==> src/rtl/jt6295_pkg.sv <==
// Shared types and constants for the jt6295 command sequencer.
package jt6295_pkg;

  localparam int unsigned HDR_BYTES  = 6;
  localparam int unsigned HDR_STRIDE = 8;
  localparam int unsigned NCH        = 4;
  localparam int unsigned HDR_ADDR_W = 18;

  typedef enum logic [1:0] {
    ST_IDLE  = 2'd0,
    ST_WAIT2 = 2'd1,
    ST_FETCH = 2'd2,
    ST_ISSUE = 2'd3
  } state_t;

  typedef struct packed {
    logic [HDR_ADDR_W-1:0] start;
    logic [HDR_ADDR_W-1:0] stop;
  } hdr_t;

  // Merge one header byte into the phrase header, big-endian, 18-bit addresses.
  function automatic hdr_t hdr_put(input hdr_t h, input logic [2:0] idx, input logic [7:0] b);
    hdr_t r;
    r = h;
    case (idx)
      3'd0:    r.start[17:16] = b[1:0];
      3'd1:    r.start[15:8]  = b;
      3'd2:    r.start[7:0]   = b;
      3'd3:    r.stop[17:16]  = b[1:0];
      3'd4:    r.stop[15:8]   = b;
      default: r.stop[7:0]    = b;
    endcase
    return r;
  endfunction

endpackage

==> src/rtl/jt6295_cmd.sv <==
// MSM6295-style command decoder: CPU byte writes -> header fetch -> channel start/stop pulses.
module jt6295_cmd
  import jt6295_pkg::*;
#(
  parameter int unsigned     AW       = 18,
  parameter logic [AW-1:0]   HDR_BASE = '0
) (
  input  logic          clk,
  input  logic          rst_n,
  input  logic          wr_n,
  input  logic [7:0]    din,
  output logic [7:0]    dout,
  output logic [AW-1:0] rom_addr,
  output logic          rom_cs,
  input  logic          rom_ok,
  input  logic [7:0]    rom_data,
  input  logic [3:0]    busy,
  output logic [3:0]    ch_start,
  output logic [3:0]    ch_stop,
  output logic [AW-1:0] start_addr,
  output logic [AW-1:0] stop_addr,
  output logic [3:0]    ch_att
);

  state_t           state, state_d;
  logic             wr_n_q;
  logic [6:0]       phrase, phrase_d;
  logic [NCH-1:0]   mask, mask_d;
  logic [3:0]       att, att_d;
  logic [2:0]       idx, idx_d;
  hdr_t             hdr, hdr_d;
  logic             rom_cs_d;
  logic [AW-1:0]    rom_addr_d;
  logic [3:0]       ch_start_d, ch_stop_d, ch_att_d;
  logic [AW-1:0]    start_addr_d, stop_addr_d;
  logic             wr_ev;

  // A write completes on the rising edge of wr_n; din is taken in that cycle.
  assign wr_ev = !wr_n_q && wr_n;

  // Status byte mirrors the channel busy flags.
  assign dout = {4'hF, busy};

  // State and datapath registers.
  always_ff @(posedge clk or negedge rst_n) begin
    if (!rst_n) begin
      state      <= ST_IDLE;
      wr_n_q     <= 1'b1;
      phrase     <= '0;
      mask       <= '0;
      att        <= '0;
      idx        <= '0;
      hdr        <= '0;
      rom_cs     <= 1'b0;
      rom_addr   <= '0;
      ch_start   <= '0;
      ch_stop    <= '0;
      start_addr <= '0;
      stop_addr  <= '0;
      ch_att     <= '0;
    end else begin
      state      <= state_d;
      wr_n_q     <= wr_n;
      phrase     <= phrase_d;
      mask       <= mask_d;
      att        <= att_d;
      idx        <= idx_d;
      hdr        <= hdr_d;
      rom_cs     <= rom_cs_d;
      rom_addr   <= rom_addr_d;
      ch_start   <= ch_start_d;
      ch_stop    <= ch_stop_d;
      start_addr <= start_addr_d;
      stop_addr  <= stop_addr_d;
      ch_att     <= ch_att_d;
    end
  end

  // Command decode, header fetch sequencing and channel pulse generation.
  always_comb begin
    state_d      = state;
    phrase_d     = phrase;
    mask_d       = mask;
    att_d        = att;
    idx_d        = idx;
    hdr_d        = hdr;
    rom_cs_d     = rom_cs;
    rom_addr_d   = rom_addr;
    ch_start_d   = '0;
    ch_stop_d    = '0;
    start_addr_d = start_addr;
    stop_addr_d  = stop_addr;
    ch_att_d     = ch_att;

    // Stop bytes act at once in any state except when a second byte is due.
    if (wr_ev && !din[7] && state != ST_WAIT2) begin
      ch_stop_d = din[6:3];
    end

    case (state)
      ST_IDLE: begin
        if (wr_ev && din[7]) begin
          phrase_d = din[6:0];
          state_d  = ST_WAIT2;
        end
      end
      ST_WAIT2: begin
        if (wr_ev) begin
          mask_d = din[7:4];
          att_d  = din[3:0];
          if (phrase == 7'd0 || din[7:4] == 4'd0) begin
            state_d = ST_IDLE;
          end else begin
            state_d  = ST_FETCH;
            idx_d    = 3'd0;
            rom_cs_d = 1'b0;
          end
        end
      end
      ST_FETCH: begin
        // rom_cs low for one cycle before each byte request.
        if (!rom_cs) begin
          rom_cs_d   = 1'b1;
          rom_addr_d = HDR_BASE + AW'(32'(phrase) * HDR_STRIDE) + AW'(idx);
        end else if (rom_ok) begin
          rom_cs_d = 1'b0;
          hdr_d    = hdr_put(hdr, idx, rom_data);
          if (idx == 3'(HDR_BYTES - 1)) begin
            state_d = ST_ISSUE;
          end else begin
            idx_d = idx + 3'd1;
          end
        end
      end
      ST_ISSUE: begin
        // Busy channels are skipped without notice, like the original chip.
        ch_start_d   = mask & ~busy;
        start_addr_d = AW'(hdr.start);
        stop_addr_d  = AW'(hdr.stop);
        ch_att_d     = att;
        state_d      = ST_IDLE;
      end
      default: state_d = ST_IDLE;
    endcase
  end

endmodule

==> config.mk <==
export PLATFORM = sky130hd
export DESIGN_NAME = jt6295_cmd
export DESIGN_NICKNAME = d
export VERILOG_FILES = /design/src/rtl/jt6295_pkg.sv /design/src/rtl/jt6295_cmd.sv
export SDC_FILE = /design/constraint.sdc
export NUM_CORES = 1
export LEC_CHECK = 0
export CAP_MARGIN = 25
export CORE_MARGIN = 5
export CORE_UTILIZATION = 45
export CTS_CLUSTER_DIAMETER = 80
export DETAILED_ROUTE_END_ITERATION = 10
export PLACE_DENSITY_LB_ADDON = 0.3
export SYNTH_ARGS = -nofsm -noshare
export SYNTH_HDL_FRONTEND = slang
export SYNTH_SLANG_ARGS = --single-unit
==> constraint.sdc <==
create_clock -name clk -period 1.9 [get_ports clk]
set_input_delay 0.19 -clock clk [delete_from_list [all_inputs] [get_ports clk]]
set_output_delay 0.19 -clock clk [all_outputs]
set_load 0.005 [all_outputs]
Word-level counts from Yosys, hierarchy flattened
Cells that the tools add are included.
- register bits: 124
- latch bits: 0
- memory bits (writable): 0
- bits in read-only memories: 0
- input port bits: 24
- memories: 0
- $add $sub $neg: 2
- $mul: 0
- div/mod/pow operators: 0
- order comparisons: 0
- eq/ne operators: 16
- shift-type cells: 0
- muxes and demuxes: 20
- bitwise logic cells: 4
- reductions and logical operators: 25
- operators by type and width (operator ; number):
    $reduce_and 4->1 ; 6
    $mux 3 ; 5
    $ne 2x2->1 const B ; 7
    $mux 2 ; 6
    $add 10x3->11 ; 1
    $mux 4 ; 2
    $pmux 2 s4 ; 1
    $logic_not 7->1 ; 1
    $eq 3x2->1 const B ; 2
    $eq 3x3->1 const B ; 2
    $pmux 3 s2 ; 1
    $reduce_and 2->1 ; 3
    $reduce_and 6->1 ; 1
    $reduce_and 5->1 ; 1
    $reduce_or 5->1 ; 1
    $and 4x4->4 ; 1
    $eq 2x2->1 const B ; 2
    $logic_and 1x1->1 ; 4
    $logic_not 4->1 ; 1
    $mux 1 ; 4
    $not 4->4 ; 1
    $add 3x1->3 const B ; 1
    $eq 3x1->1 const B ; 1
    $logic_not 3->1 ; 1
    other kinds (9) ; 11

Depth between registers and ports, before layout
Gate-level depths: netlist (run 1).
- depth after elaboration: 5
- gate-level depth with buffers: 6
- depth with buffers taken out: 6

Worst setup path after synthesis (run 1)
OpenSTA, ideal clock, no wires.
- kind: flip-flop to flip-flop
- start point: reg state[0]
- end point: reg hdr[10] (netlist name)
- library setup time: 125 ps
- arrival time: 1457 ps
- data required time: 1775 ps
- path slack: 318 ps
- cell stages (with the launch flop): 7
- clock period less this slack: 1582 ps
- cell sequence: dfrtp_1 buf_4 and4b_1 buf_6 and3_4 buf_6 mux2_4
- word-level cells in the longest chain between the ends: 2
- ends and longest elaborated chain (item ; line ; source):
    start, declared ; jt6295_cmd.sv:25 ; state_t state, state_d;
    start signal, assigned ; jt6295_cmd.sv:62 ; state <= state_d;
    $eq 2x2->1 ; jt6295_cmd.sv:100 ; case (state)
    $reduce_and 4->1 (no source line) ; - ;
    end signal, assigned ; jt6295_cmd.sv:68 ; hdr <= hdr_d;
    end, declared ; jt6295_cmd.sv:31 ; hdr_t hdr, hdr_d;
Every way passes these cells.
A chain may end at the register's enable or synchronous reset.

==> implementation parameters, run 1 <==
Parameter                              Value

Run status
  Outcome ... finished clean

Clock tree
  Number of buffers added for setup after CTS ... 0
  Post-CTS Hold Fix Bufs ... 1
  Cts bufs inserted ... 17
  Maximum clock path buffer count ... 2
  Skew-Pair Late Insertion Delay ... 500 ps
  H-tree depth ... 4
  Resize count post-CTS ... 0
  Clock tree from TritonCTS ... yes
  Root Buffer Master ... sky130_fd_sc_hd__clkbuf_8
  CTS sink count ... 116
  Post-CTS clock slew at the launch and capture registers of the worst setup and hold paths ... 60 ps

Power
  Max rail drop VDD ... 0.6642 mV
  Pwr dens ... 1588 nW/µm²
  Leakage ... 2.947 nW

Hold path
  Hold Path Stages ... 1
  Class of the tightest hold or removal check ... in2reg

Timing
  Post-route clock period utilization ... 90.41%
  Unrepaired setup endpoints after global routing ... false
  Tightest Pin Transition ... 618.5 ps
  Max-Slew Margin vs Limit ... 58.77%
  Final critical path time including I/O delays and setup ... 1718 ps
  Total count of max-transition violations in the final report ... 0
  Clock skew after layout ... 8.329 ps
  Final Setup Violations ... 0
  Hold Fails Final Rpt ... 0
  Worst-case hold slack ... 155.2 ps
  Fin Setup TNS ... 0 ps
  Slack of the critical path ... 182.2 ps
  Highest clock rate ... 582.1 MHz

Floorplanning
  Die height ... 112.7 µm
  Top-level I/O count ... 99
  Die footprint ... 12690 µm²
  Horizontal extent of the die ... 112.7 µm
  Core outline area ... 10320 µm²
  Initial Util ... 45.93%
  Standard-cell rows ... 37

Drt
  Iteration-0 DRC Markers ... 72
  Detailed-route via count ... 2824
  Wire length after detailed routing ... 9711 µm
  First-pass iteration count of the detailed router ... 4
  Detail-routed net length per standard cell ... 17.13 µm
  Via density ... 4.981
  Post-DRT Antenna Nets ... 0
  Number of DRC violations after detailed routing ... 0

Global routing
  Maximum number of pins on one net before global-route repair ... 45
  GR Util All Layers ... 16.00%
  Number of global-route vias before repair ... 3133
  Global-route wire length before repair ... 15750 µm
  Remaining global-route overflow ... 0
  Number of antenna violations at the first check in global routing ... 0

Layout
  Signed area change from the synthesized netlist to the final layout ... 34.78%
  Number of antenna diodes ... 0
  Fraction of final layout cells sized beyond drive strength 1 ... 33.64%
  Core occupancy in the finished layout ... 61.91%
  Final Net Count ... 448
  Final std cell area, no fill ... 6391 µm²

Placed design
  Minimum setup slack after placement ... 90.79 ps
  Gp weighted congestion ... 0.7949
  Post-detailed-placement cell area ... 5732 µm²
  Hpwl dp ... 6675 µm
  Port bufs ... 86

Logic synthesis
  Number of enable flip-flop cells after synthesis ... 0
  Synth Area per Inst ... 14.91 µm²
  Synth Cell Area ... 4742 µm²
  Flops & latches, synth ... 116
  Syn. warnings ... 0
  Synth unique cells ... 34
  Register area share after synthesis ... 61.24%
  Main flop type after synthesis ... sky130_fd_sc_hd__dfrtp_1
  Async set-reset flop share out of synthesis ... 100.0%
  Post-Synthesis Cells ... 318

Setup path
  Number of cells on the worst reg-to-reg path ... 3
  Largest fanout of any net on the critical path ... 10
  CP Data Required Time ... 2270 ps
  Setup CP Type ... reg2reg
  Data arrival, critical path ... 2090 ps
  Crit. End Element ... register
  Element type at the critical path start ... register

Job
  Max-capacitance violation count ... 0
-- critical path, cell delays in order, from the launching register on --
cell	delay (ps)
sky130_fd_sc_hd__dfrtp_1	550
sky130_fd_sc_hd__and4b_1	370
sky130_fd_sc_hd__and3_4	350
sky130_fd_sc_hd__mux2_4	330
-- placed cells by master, fill, tap and decap left out, types with 2 or more instances in the layout --
cell	count
sky130_fd_sc_hd__nand3_1	2
sky130_fd_sc_hd__mux2_4	24
sky130_fd_sc_hd__ha_1	5
sky130_fd_sc_hd__nand2_1	30
sky130_fd_sc_hd__clkinvlp_4	2
sky130_fd_sc_hd__buf_12	3
sky130_fd_sc_hd__a21oi_1	2
sky130_fd_sc_hd__and2_1	4
sky130_fd_sc_hd__inv_1	3
sky130_fd_sc_hd__clkinv_2	2
sky130_fd_sc_hd__nor4_1	2
sky130_fd_sc_hd__and3_4	3
sky130_fd_sc_hd__nor2b_1	2
sky130_fd_sc_hd__nor2_1	2
sky130_fd_sc_hd__clkinv_4	2
sky130_fd_sc_hd__conb_1	12
sky130_fd_sc_hd__nor3b_1	5
sky130_fd_sc_hd__clkdlybuf4s50_1	85
sky130_fd_sc_hd__mux2_2	69
sky130_fd_sc_hd__o21ai_0	2
sky130_fd_sc_hd__nor3_1	2
sky130_fd_sc_hd__nand2b_1	2
sky130_fd_sc_hd__dfrtp_1	115
sky130_fd_sc_hd__bufinv_16	6
sky130_fd_sc_hd__clkbuf_16	16
sky130_fd_sc_hd__buf_4	11
-- layout make-up --
| cell class | instances | area (µm²) |
|---|---|---|
| Clock buffer | 18 | 417.9 |
| Clock inverter | 13 | 231.5 |
| Fill cell | 793 | 3933 |
| Inverter | 3 | 11.26 |
| Multi-Input combinational cell | 181 | 1653 |
| Sequential cell | 116 | 2904 |
| Tap cell | 136 | 170.2 |
| Timing Repair Buffer | 100 | 1003 |
-- worst paths after layout --
kind                           from       endpoint  slack [ps]
setup / recovery           register        hdr[27]         180
min in group asynchronous     rst_n  stop_addr[12]         250
hold reg to reg             mask[2]        mask[2]         480
setup reg to reg           register        hdr[27]         180
max in group asynchronous     rst_n         wr_n_q        1010
hold / removal                 wr_n         wr_n_q         160
-- registers in the layout (all words and copies together), names as in the netlist, 3 cells and up, named ones only --
| name | cells |
|---|---|
| att | 4 |
| ch_att | 4 |
| ch_start | 4 |
| ch_stop | 4 |
| hdr | 36 |
| idx | 3 |
| mask | 4 |
| phrase | 7 |
| rom_addr | 10 |
| start_addr | 18 |
| stop_addr | 18 |
-- cell usage after synthesis, drive strengths merged, types with 3 or more instances --
master    n  area (µm²)
nand2    31       116.4
nor2      3       13.77
and2      4       25.02
and3      3       33.78
ha        5       62.56
inv       3       11.26
buf      28       214.0
dfrtp   115        2878
mux2     93        1137
nor3b     6       50.05
-- per-stage QoR --
stage                     instances  total power [mW]
after floorplan                 328             5.378
after global placement          535             6.623
after detailed placement        535             6.742
after CTS                       567             10.27
after global routing            567             10.69
final                           567             10.15
-- cells by family (layout without fill, tap and decap cells) --
| family | after synthesis | after routing | share of synthesized area, % |
|---|---|---|---|
| other | 2 | 12 | 0.1584 |
| buffers and inverters | 31 | 134 | 4.749 |
| muxes | 94 | 94 | 24.20 |
| DFF | 116 | 116 | 61.24 |
| and+or+nand+nor | 62 | 62 | 7.177 |
| AOI/OAI and AO/OA | 8 | 8 | 1.161 |
| adders and majority gates | 5 | 5 | 1.319 |
-- routing by layer --
layer  global-route usage [%]  routed length (µm)  up-vias
li1                         -                   -     1275
met1                    18.72                4097     1447
met2                    26.97                4846       97
met3                    6.631                 703        5
met4                    4.728                  64        0
met5                        0                   0        -
-- power breakdown --
| part | switching (mW) | internal, mW |
|---|---|---|
| registers | 0.631 | 3.45 |
| clock network | 1.07 | 2.39 |
| logic | 0.842 | 1.77 |
| total | 2.54 | 7.61 |
(Power assumes the default switching activity.)
==> inputs of run 2 (changes only) <==
--- a/config.mk
+++ b/config.mk
@@ -10,6 +10,7 @@
 export CORE_UTILIZATION = 45
 export CTS_CLUSTER_DIAMETER = 80
 export DETAILED_ROUTE_END_ITERATION = 10
+export HOLD_SLACK_MARGIN = 0.05
 export PLACE_DENSITY_LB_ADDON = 0.3
 export SYNTH_ARGS = -nofsm -noshare
 export SYNTH_HDL_FRONTEND = slang
==> constraint.sdc (replaced) <==
create_clock -name clk -period 2.2 [get_ports clk]
set_input_delay 0.22 -clock clk [delete_from_list [all_inputs] [get_ports clk]]
set_output_delay 0.22 -clock clk [all_outputs]
set_load 0.02 [all_outputs]
==> run 2 against run 1 <==
Net effect: global-route usage hardly changed; setup slack better by 230 ps; sequential share of layout area is 1.0 points higher.
==> implementation parameters, run 2 (synthesis gave the netlist of run 1 again) <==
Parameter                              Value

Run status
  Outcome ... finished clean

Clock tree
  Maximum clock path buffer count ... 2
  Skew-Pair Late Insertion Delay ... 510 ps
  Clock tree from TritonCTS ... yes
  Post-CTS clock slew at the launch and capture registers of the worst setup and hold paths ... 60 ps
  Cts bufs inserted ... 17
  Root Buffer Master ... sky130_fd_sc_hd__clkbuf_8
  CTS sink count ... 116
  H-tree depth ... 4

Layout
  Reg with most FFs ... hdr
  Final std cell area, no fill ... 6248 µm²
  Final Net Count ... 442
  Fraction of final layout cells sized beyond drive strength 1 ... 32.71%
  Signed area change from the synthesized netlist to the final layout ... 31.77%
  Commonest non-fill, non-tap cell in the layout ... sky130_fd_sc_hd__dfrtp_1
  Number of antenna diodes ... 0
  Max FFs per register ... 36
  Most frequent cells in the layout ... sky130_fd_sc_hd__dfrtp_1, sky130_fd_sc_hd__clkdlybuf4s50_1, sky130_fd_sc_hd__mux2_2, sky130_fd_sc_hd__nand2_1, sky130_fd_sc_hd__mux2_4
  Biggest regs ... hdr (36), start_addr (18), stop_addr (18)

Power
  Pwr dens ... 1419 nW/µm²
  Sequential Power Share ... 39.6%
  Leakage ... 2.861 nW
  NetSw ... 2.665 mW
  Final Power ... 8.870 mW
  Internal power component ... 6.205 mW
  Proportion of total power due to net switching ... 30.04%
  Clock group share of total power ... 30.2%
  Gate power share ... 30.2%
  Max rail drop VDD ... 0.5686 mV

Placed design
  Hpwl dp ... 6618 µm
  Gp weighted congestion ... 0.7385
  Post-detailed-placement cell area ... 5662 µm²
  Minimum setup slack after placement ... 281.8 ps
  Port bufs ... 86

Setup path
  Ordered cell list for the critical path ... clkdlybuf4s50_1
  Element type at the critical path start ... register
  CP Data Required Time ... 1980 ps
  Data arrival, critical path ... 1560 ps
  CP delay by family, top ... buffers and inverters
  Buf+Inv Stages, Crit Path ... 1
  Crit. End Element ... output pin
  Setup CP Type ... reg2out
  Largest fanout of any net on the critical path ... 5
  Largest incremental delay on the critical path ... 650 ps
  Max stage delay cell, worst path ... sky130_fd_sc_hd__clkdlybuf4s50_1

Drt
  Detailed-route via count ... 2801
  First-pass iteration count of the detailed router ... 4
  Via density ... 4.993
  Iteration-0 DRC Markers ... 64
  Number of DRC violations after detailed routing ... 0
  Post-DRT Antenna Nets ... 0
  Wire length after detailed routing ... 9680 µm
  Detail-routed net length per standard cell ... 17.25 µm

Global routing
  GR Util All Layers ... 16.03%
  Global-route wire length before repair ... 15860 µm
  Number of antenna violations at the first check in global routing ... 0
  Remaining global-route overflow ... 0
  Maximum number of pins on one net before global-route repair ... 56
  Number of global-route vias before repair ... 2982

Floorplanning
  Standard-cell rows ... 37
  Die footprint ... 12690 µm²
  Core outline area ... 10320 µm²
  Top-level I/O count ... 99
  Die height ... 112.7 µm
  Horizontal extent of the die ... 112.7 µm
  Initial Util ... 45.93%

Timing
  Post-route clock period utilization ... 81.06%
  Slack of the critical path ... 416.7 ps
  Tightest Pin Transition ... 576.7 ps
  Fin Setup TNS ... 0 ps
  Final Setup Violations ... 0
  Worst-case hold slack ... 182.2 ps
  Highest clock rate ... 560.8 MHz
  Max-Slew Margin vs Limit ... 61.51%
  Final critical path time including I/O delays and setup ... 1783 ps
  Unrepaired setup endpoints after global routing ... false
  Total count of max-transition violations in the final report ... 0
  Clock skew after layout ... 8.274 ps
  Hold Fails Final Rpt ... 0

Hold path
  Class of the tightest hold or removal check ... in2reg

Job
  Max-capacitance violation count ... 0
[run 2: cell count changes in the layout (fill, tap and decap cells not counted)]
cell and delta:
sky130_fd_sc_hd__buf_4 -4, sky130_fd_sc_hd__clkinvlp_4 +4, sky130_fd_sc_hd__bufinv_16 -3, sky130_fd_sc_hd__buf_12 -2
sky130_fd_sc_hd__clkinv_4 -2, sky130_fd_sc_hd__clkinv_2 +1
[run 2: through the flow]
step,util [%],cells
after global routing,60.53,561
after CTS,60.53,561
after floorplan,-,328
after global placement,54.84,529
final,60.53,561
after detailed placement,54.84,529
[run 2: area by class of cell]
class,instances,area [µm²]
clock buffer,18,417.9
timing repair buffer,94,933.4
multi-input combinational,181,1653
clock inverter,13,158.9
inverter,3,11.26
tap,136,170.2
sequential,116,2904
fill,814,4075
[run 2: final timing paths]
kind / from / end / slack, ps / depth (start not counted)
setup / recovery: rom_cs / rom_cs / 420 / 1
hold / removal: wr_n / wr_n_q / 180 / 1
setup reg to reg: register / hdr[10] / 430 / 3
hold reg to reg: mask[3] / mask[3] / 470 / 2
max in group asynchronous: rst_n / mask[1] / 1240 / 3
min in group asynchronous: rst_n / hdr[4] / 230 / 2
[run 2: layer usage]
metal  global-route usage, %  vias up  wire length [µm]
li1                        -     1267                 -
met1                   20.01     1428              4180
met2                   25.59       97              4692
met3                   5.984        9               711
met4                   5.769        0                96
met5                       0        -                 0
[run 2: repair_timing]
item | in CTS | in global routing
endpoints found under the setup margin | 0 | 0
resized for setup | 0 | 0
endpoints found under the hold margin | 37 | 0
hold buffers | 1 | 0
buffers inserted | 0 | 0
[run 2: power by group through the flow]
stage                     Combinational, mW  Clock (mW)  Sequential, mW
after floorplan                        1.27           0            3.82
after global placement                 2.63           0            3.52
after detailed placement               2.70           0            3.54
after CTS                              2.72        2.72            3.53
after global routing                   2.87        2.84            3.63
final                                  2.68        2.67            3.51
==> inputs of run 3 (changes only) <==
==> constraint.sdc (replaced) <==
create_clock -name clk -period 1.49 [get_ports clk]
set_input_delay 0.149 -clock clk [delete_from_list [all_inputs] [get_ports clk]]
set_output_delay 0.149 -clock clk [all_outputs]
set_load 0.02 [all_outputs]
==> run 3 against run 2 <==
Net effect: core utilization rose by 8.3 points; clock skew about the same; global-route usage rose by 0.75 points; sequential share of layout area decreased by 5.5 points; cell count rose by 8.2%; first-iteration DRC count is 53% higher; the run now ends with negative setup slack left; die area stayed put; largest power group unchanged; combinational power increased by 95%; sequential power increased by 49%; via count grew 8.2%.
==> implementation parameters, run 3 (synthesis gave the netlist of run 1 again) <==
Parameter                              Value

Run status
  Outcome ... finished, violations left
  Violated checks ... negative setup slack

Setup path
  Largest fanout of any net on the critical path ... 8
  End point of the critical path ... hdr[20]
  Worst R2R Setup Slack ... -120 ps
  CP Data Required Time ... 1880 ps
  Data arrival, critical path ... 2000 ps
  Setup CP Type ... reg2reg
  Start of the worst register-to-register path ... state[0]
  Crit. End Element ... register
  Element type at the critical path start ... register
  Capture point of the worst reg-to-reg path ... hdr[20]
  Critical Path Source ... state[0]
  Number of cells on the worst reg-to-reg path ... 3

Clock tree
  Clock tree from TritonCTS ... yes
  H-tree depth ... 4
  Post-CTS clock slew at the launch and capture registers of the worst setup and hold paths ... 60 ps
  CTS sink count ... 116
  Root Buffer Master ... sky130_fd_sc_hd__clkbuf_8
  Skew-Pair Late Insertion Delay ... 510 ps
  Cts bufs inserted ... 17
  Maximum clock path buffer count ... 2

Global routing
  Remaining global-route overflow ... 0
  Number of antenna violations at the first check in global routing ... 0
  Global-route wire length before repair ... 16650 µm
  Number of global-route vias before repair ... 3180
  GR Util All Layers ... 16.78%
  Maximum number of pins on one net before global-route repair ... 50

Drt
  Detail-routed net length per standard cell ... 19.15 µm
  First-pass iteration count of the detailed router ... 4
  Post-DRT Antenna Nets ... 0
  Number of DRC violations after detailed routing ... 0
  Via density ... 4.993
  Detailed-route via count ... 3031
  Wire length after detailed routing ... 11630 µm
  Iteration-0 DRC Markers ... 98

Placed design
  Gp weighted congestion ... 0.7935
  Hpwl dp ... 7000 µm
  Port bufs ... 86
  Post-detailed-placement cell area ... 5944 µm²
  Minimum setup slack after placement ... -319.4 ps

Timing
  Worst-case hold slack ... 62.28 ps
  Final Setup Violations ... 72
  Unrepaired setup endpoints after global routing ... true
  Clock skew after layout ... 7.812 ps
  Final critical path time including I/O delays and setup ... 1609 ps
  Total count of max-transition violations in the final report ... 0
  Slack of the critical path ... -119.2 ps
  Hold Fails Final Rpt ... 0
  Highest clock rate ... 621.4 MHz
  Post-route clock period utilization ... 108.0%

Layout
  Fill cells ... 710
  Most frequent cells in the layout ... sky130_fd_sc_hd__dfrtp_1, sky130_fd_sc_hd__mux2_4, sky130_fd_sc_hd__dlygate4sd2_1, sky130_fd_sc_hd__buf_4
  Final Net Count ... 487
  Signed area change from the synthesized netlist to the final layout ... 49.82%
  Number of antenna diodes ... 0
  Biggest regs ... hdr (36), start_addr (18), stop_addr (18)
  Final std cell area, no fill ... 7104 µm²
  Commonest non-fill, non-tap cell in the layout ... sky130_fd_sc_hd__dfrtp_1
  Fraction of final layout cells sized beyond drive strength 1 ... 45.22%
  Max FFs per register ... 36
  Reg with most FFs ... hdr

Power
  Pwr dens ... 2050 nW/µm²
  Final Power ... 14.57 mW
  Max rail drop VDD ... 1.126 mV
  Leakage ... 3.632 nW

Floorplanning
  Initial Util ... 45.93%
  Core outline area ... 10320 µm²
  Die footprint ... 12690 µm²
  Top-level I/O count ... 99
  Horizontal extent of the die ... 112.7 µm
  Die height ... 112.7 µm
  Standard-cell rows ... 37

Hold path
  Class of the tightest hold or removal check ... in2async

Job
  Max-capacitance violation count ... 0
run 3: cell count changes in the layout (fill, tap and decap cells not counted), sizes merged:
cell / delta
buf: +43
clkbuf: +3
clkdlybuf4s50: -59
clkinv: +3
clkinvlp: -4
dlygate4sd2: +58
inv: +2
run 3: area by class of cell:
class,instances,area (µm²),area share (%)
Multi-Input combinational cell,181,2056,28.94
Inverter,3,13.76,0.1937
Sequential cell,116,2908,40.93
Clock inverter,14,176.4,2.483
Timing Repair Buffer,139,1353,19.04
Clock buffer,18,427.9,6.023
Tap cell,136,170.2,2.395
run 3: where the power goes:
group	total [mW]	internal, mW	switching (mW)	leakage [nW]
combinational	5.22	2.94	2.28	1.85
sequential	5.23	4.40	0.828	1.49
clock	4.11	2.61	1.50	0.292
run 3: what timing repair did:
| action | 4_1_cts | 5_1_grt |
|---|---|---|
| pin swaps | 5 | 11 |
| endpoints found under the setup margin | 102 | 94 |
| buffers inserted | 5 | 8 |
| resized for setup | 85 | 82 |
| hold buffers | 1 | 0 |
| gates cloned | 0 | 4 |
| hold endpoints to repair | 115 | 0 |
run 3: routing by layer:
| layer | part of all wire, % | wire length (µm) | global-route usage (%) |
|---|---|---|---|
| met4 | 1.2 | 141 | 6.490 |
| met1 | 42 | 4936 | 20.67 |
| met2 | 50 | 5802 | 27.29 |
| met5 | 0 | 0 | 0 |
| met3 | 6.4 | 745 | 5.660 |
run 3: worst max-delay path, cell delays in order, from the launching register on:
cell	delay (ps)
sky130_fd_sc_hd__dfrtp_1	410
sky130_fd_sc_hd__and4b_4	420
sky130_fd_sc_hd__and3_4	320
sky130_fd_sc_hd__mux2_4	330
run 3: how the worst min path moves through the flow:
stage                     slack, ps                         end  depth (start not counted)   from
after global routing             80                stop_addr[4]                          2  rst_n
after detailed placement         30                stop_addr[4]                          1  rst_n
final                            60                stop_addr[4]                          2  rst_n
after global placement           30                stop_addr[4]                          1  rst_n
after CTS                        50                stop_addr[4]                          2  rst_n
after floorplan                -150  asynchronous set/reset pin                          0  rst_n
run 3: metrics by stage:
stage	instances	setup TNS [ps]	util, %
after CTS	595	-1625	64.26
after detailed placement	557	-13000	57.58
after floorplan	328	-2120	-
final	607	-3814	68.82
after global placement	557	-11580	57.58
after global routing	607	-7068	68.82
